<file path="src/rtl/shifter_arbiter.sv">
// shifter_arbiter: two-requester arbiter that feeds one external barrel shifter and returns a registered result with one-cycle ack
module shifter_arbiter #(
  parameter int WIDTH = 8,
  parameter int SHAMT_W = 3,
  parameter bit FIXED_PRIO = 1'b0
) (
  input  logic               clk,
  input  logic               rst,
  input  logic               req0,
  input  logic [WIDTH-1:0]   in0,
  input  logic [SHAMT_W-1:0] shamt0,
  input  logic               dir0,
  input  logic               req1,
  input  logic [WIDTH-1:0]   in1,
  input  logic [SHAMT_W-1:0] shamt1,
  input  logic               dir1,
  output logic               ack0,
  output logic               ack1,
  output logic [WIDTH-1:0]   res,
  output logic               busy,
  output logic [WIDTH-1:0]   sh_in,
  output logic [SHAMT_W-1:0] sh_shamt,
  output logic               sh_dir,
  input  logic [WIDTH-1:0]   sh_out
);
  typedef enum logic [1:0] {IDLE, EXEC, DONE} state_t;
  state_t state_q, state_d;
  logic grant, pick, last_q, last_d;
  logic [WIDTH-1:0] sh_in_q, sh_in_d, res_q, res_d;
  logic [SHAMT_W-1:0] sh_shamt_q, sh_shamt_d;
  logic sh_dir_q, sh_dir_d, ack0_q, ack0_d, ack1_q, ack1_d;
  always_comb begin
    grant = state_q == IDLE && (req0 || req1);
    pick = FIXED_PRIO ? !req0 : (req0 && req1 ? !last_q : req1);
    state_d = grant ? EXEC : (state_q == EXEC ? DONE : IDLE);
    last_d = grant ? pick : last_q;
    sh_in_d = grant ? (pick ? in1 : in0) : sh_in_q;
    sh_shamt_d = grant ? (pick ? shamt1 : shamt0) : sh_shamt_q;
    sh_dir_d = grant ? (pick ? dir1 : dir0) : sh_dir_q;
    res_d = state_q == EXEC ? sh_out : res_q;
    ack0_d = state_q == EXEC && !last_q;
    ack1_d = state_q == EXEC && last_q;
  end
  always_ff @(posedge clk or posedge rst) begin
    if (rst) begin
      state_q <= IDLE;
      last_q <= 1'b1;
      sh_in_q <= '0;
      sh_shamt_q <= '0;
      sh_dir_q <= 1'b0;
      res_q <= '0;
      ack0_q <= 1'b0;
      ack1_q <= 1'b0;
    end else begin
      state_q <= state_d;
      last_q <= last_d;
      sh_in_q <= sh_in_d;
      sh_shamt_q <= sh_shamt_d;
      sh_dir_q <= sh_dir_d;
      res_q <= res_d;
      ack0_q <= ack0_d;
      ack1_q <= ack1_d;
    end
  end
  assign ack0 = ack0_q;
  assign ack1 = ack1_q;
  assign res = res_q;
  assign busy = state_q != IDLE;
  assign sh_in = sh_in_q;
  assign sh_shamt = sh_shamt_q;
  assign sh_dir = sh_dir_q;
endmodule

</file>
<file path="config.mk">
export PLATFORM = sky130hd
export DESIGN_NAME = shifter_arbiter
export DESIGN_NICKNAME = d
export VERILOG_FILES = /design/src/rtl/shifter_arbiter.sv
export SDC_FILE = /design/constraint.sdc
export NUM_CORES = 1
export LEC_CHECK = 0
export ABC_AREA = 1
export CORE_UTILIZATION = 35
export DETAILED_ROUTE_END_ITERATION = 6
export HOLD_SLACK_MARGIN = 0.05
export PLACE_DENSITY = 0.82
export SYNTH_ARGS = -nofsm -noshare
export SYNTH_HDL_FRONTEND = slang
export SYNTH_SLANG_ARGS = --single-unit
</file>
<file path="constraint.sdc">
create_clock -name clk -period 1.1 [get_ports clk]
set_input_delay 0.22 -clock clk [delete_from_list [all_inputs] [get_ports clk]]
set_output_delay 0.22 -clock clk [all_outputs]
set_load 0.03 [all_outputs]
</file>
==> flow_summary.ini <==
[critical_path]
required_ns = 0.88
critical_path_class = flip-flop to output pin
cp_max_fo = 2
slowest_stage = dfrtp_1
arrival_ns = 1.02
start_kind = flip-flop
cp_slowest_stage_delay_ns = 0.43
crit_chain = inv_2 > nand2_2 > buf_6
crit_path_end_kind = output pin
rr_worst_depth = 7

[final_layout]
final_area_sq_mm = 0.00217
drive_above_1_share_pct = 32.2
final_util_pct = 70.1
diodes = 0
layout_common_cells = nand2_1, clkdlybuf4s50_1, buf_6
layout.nets = 282
final_common_cell = nand2_1
syn2layout_area_growth_pct = 86.5

[clock_tree]
cts_tree = built
hold_buffers = 0
htree_levels = 1
cts_made_buffers = 3
clk_pin_slew_ns = 0.14
clockBufferDepth = 2
clockRootBuffer = clkbuf_4
clk_latency_ns = 0.32
clock-sinks = 25

[timing]
setup_viol = 23
hold-worst-slack_ns = 0.196
min_period_over_period_pct = 113
hold_violations = 0
rsz0062_at_grt = yes
max_freq_ghz = 0.804
setup_ws_ns = -0.144
skew_ns = 0.00625
max_slew_margin_pct = 76.1
period_needed_ns = 1.24
slew_violations = 0
worst_slew_pin_slew_ns = 0.359

[placed_design]
io_buffer_count = 58
dpl.hpwl_microns = 2220
dpl_cell_area_sq_mm = 0.00181
globalplace.congestion = 0.756

[grt]
antenna_found_initial = 0
grt_pass1_vias = 1246
grt-ovfl-total = 0
track_usage_pct = 20.5
grt_pass1_wl_microns = 5450
grt_max_degree = 26

[power_and_ir_drop]
p_seq_share_pct = 28.0
clkPwrFrac_pct = 7.0
p_sw_share_pct = 43.6
power_density_mw_per_mm2 = 2780
cellLeakagePower_nw = 1.19
power_frac_comb_pct = 65.0
ir_drop_v = 0.00109
netSwitchingPower_mw = 2.64
total_power_mw = 6.05
p_int_mw = 3.41

[route]
drt_first_pass_iters = 5
antenna_left = 0
wire_per_inst_microns = 12.2
drtIter0Drc = 43
vias_per_cell = 4.54
wl_microns = 3520
num_vias = 1311
drc = 0

[synth]
yosysTopAreaCell = dfrtp_1
yosysSeqAreaShare_pct = 53.8
syn_area_sq_mm = 0.00117
yosysUniqueCellTypes = 13
synth.net_count = 192
synth_top_area_share_pct = 51.5
synth_warnings = 0
synthCells = 156
synth.avg_cell_area_sq_um = 7.48
yosys-top-cells-area = dfrtp_1, nand2_1, nand3_1
ys_seq_elements = 25

[floorplan]
start_util_pct = 37.6
rows = 20
dieArea_sq_mm = 0.00357
io_pins = 59
die_h_microns = 59.7
core-area_sq_mm = 0.00310
die_w_microns = 59.7

[run_status]
status = finished, violations left
violations = negative setup slack

[min_path]
hp-class = input pin to asynchronous set/reset pin

[run]
maxCapViolCount = 0
==> state kept, by name (all words and copies together) (netlist names) <==
| name | cells |
|---|---|
| last_q | 1 |
| sh_dir | 1 |
| sh_in | 8 |
| ack0 | 1 |
| state_q | 2 |
| res | 8 |
| ack1 | 1 |
| sh_shamt | 3 |
==> per-layer routing <==
metal | part of all wire [%] | track usage, %
met5 | 0 | 0
met3 | 6.3 | 3.25
met1 | 40 | 23.7
met4 | 0.48 | 5.32
met2 | 53 | 38.9
==> critical path, delay by kind of cell, from the launching register on <==
| kind | cells | cell delay [ns] |
|---|---|---|
| flip-flops | 1 | 0.43 |
| buffers and inverters | 2 | 0.21 |
| AND/OR/NAND/NOR | 1 | 0.06 |
==> path summary, 6_finish.rpt <==
| check | slack, ns | startpoint | end |
|---|---|---|---|
| hold / removal | 0.20 | rst | res[4] |
| setup / recovery | -0.14 | state_q[1] | busy |
| max in group asynchronous | 0.68 | rst | last_q |
| hold reg to reg | 0.52 | res[0] | res[0] |
| setup reg to reg | -0.06 | state_q[1] | sh_in[6] |
| min in group clk | 0.42 | sh_out[0] | res[0] |
==> layout make-up <==
class                   instances  area, sq um
fillers                       275          928
repair buffers                 90          877
flip-flops and latches         25          627
multi-input cells              97          474
inverters                      29          114
well taps                      44         55.1
clock buffers                   3         22.5
clock inverters                 1         5.00
==> through the flow <==
| step | cells | TNS (ns) | setup WS (ns) |
|---|---|---|---|
| after floorplan | 156 | 0 | 0.0130 |
| after CTS | 280 | -0.421 | -0.130 |
| final | 289 | -0.703 | -0.144 |
| after detailed placement | 262 | -4.48 | -0.344 |
| after global routing | 289 | -2.12 | -0.192 |
| after global placement | 262 | -4.45 | -0.344 |
==> cells by family after synthesis <==
group           after synthesis  synth area share [%]
flops                        25                  53.8
simple gates                 94                  33.0
compound gates                2                  1.18
buf+inv                      35                  12.0
==> power by group through the flow <==
stage,clock network (mW),registers [mW],logic (mW)
floorplan,0,2.40,0.910
global placement,0,1.62,2.79
detailed placement,0,1.63,2.85
CTS,0.429,1.68,3.51
global route,0.456,1.73,4.21
finish,0.421,1.70,3.93
==> synthesized netlist by cell type <==
master,number
buf_2,4
nand3_1,24
dfrtp_1,24
nand2_1,65
buf_4,1
inv_1,28
o21ai_1,1
clkinv_1,1
clkbuf_1,1
nor2_1,4
nor2_2,1
o21ai_2,1
dfstp_2,1
==> what timing repair did <==
item / 4_1_cts / 5_1_grt
resized for setup: 31 / 17
gates cloned: 1 / 1
buffers inserted: 13 / 9
setup endpoints to repair: 34 / 44
endpoints found under the hold margin: 0 / 0
pin swaps: 2 / 6
Note: power is estimated with default switching activity, not from simulation.
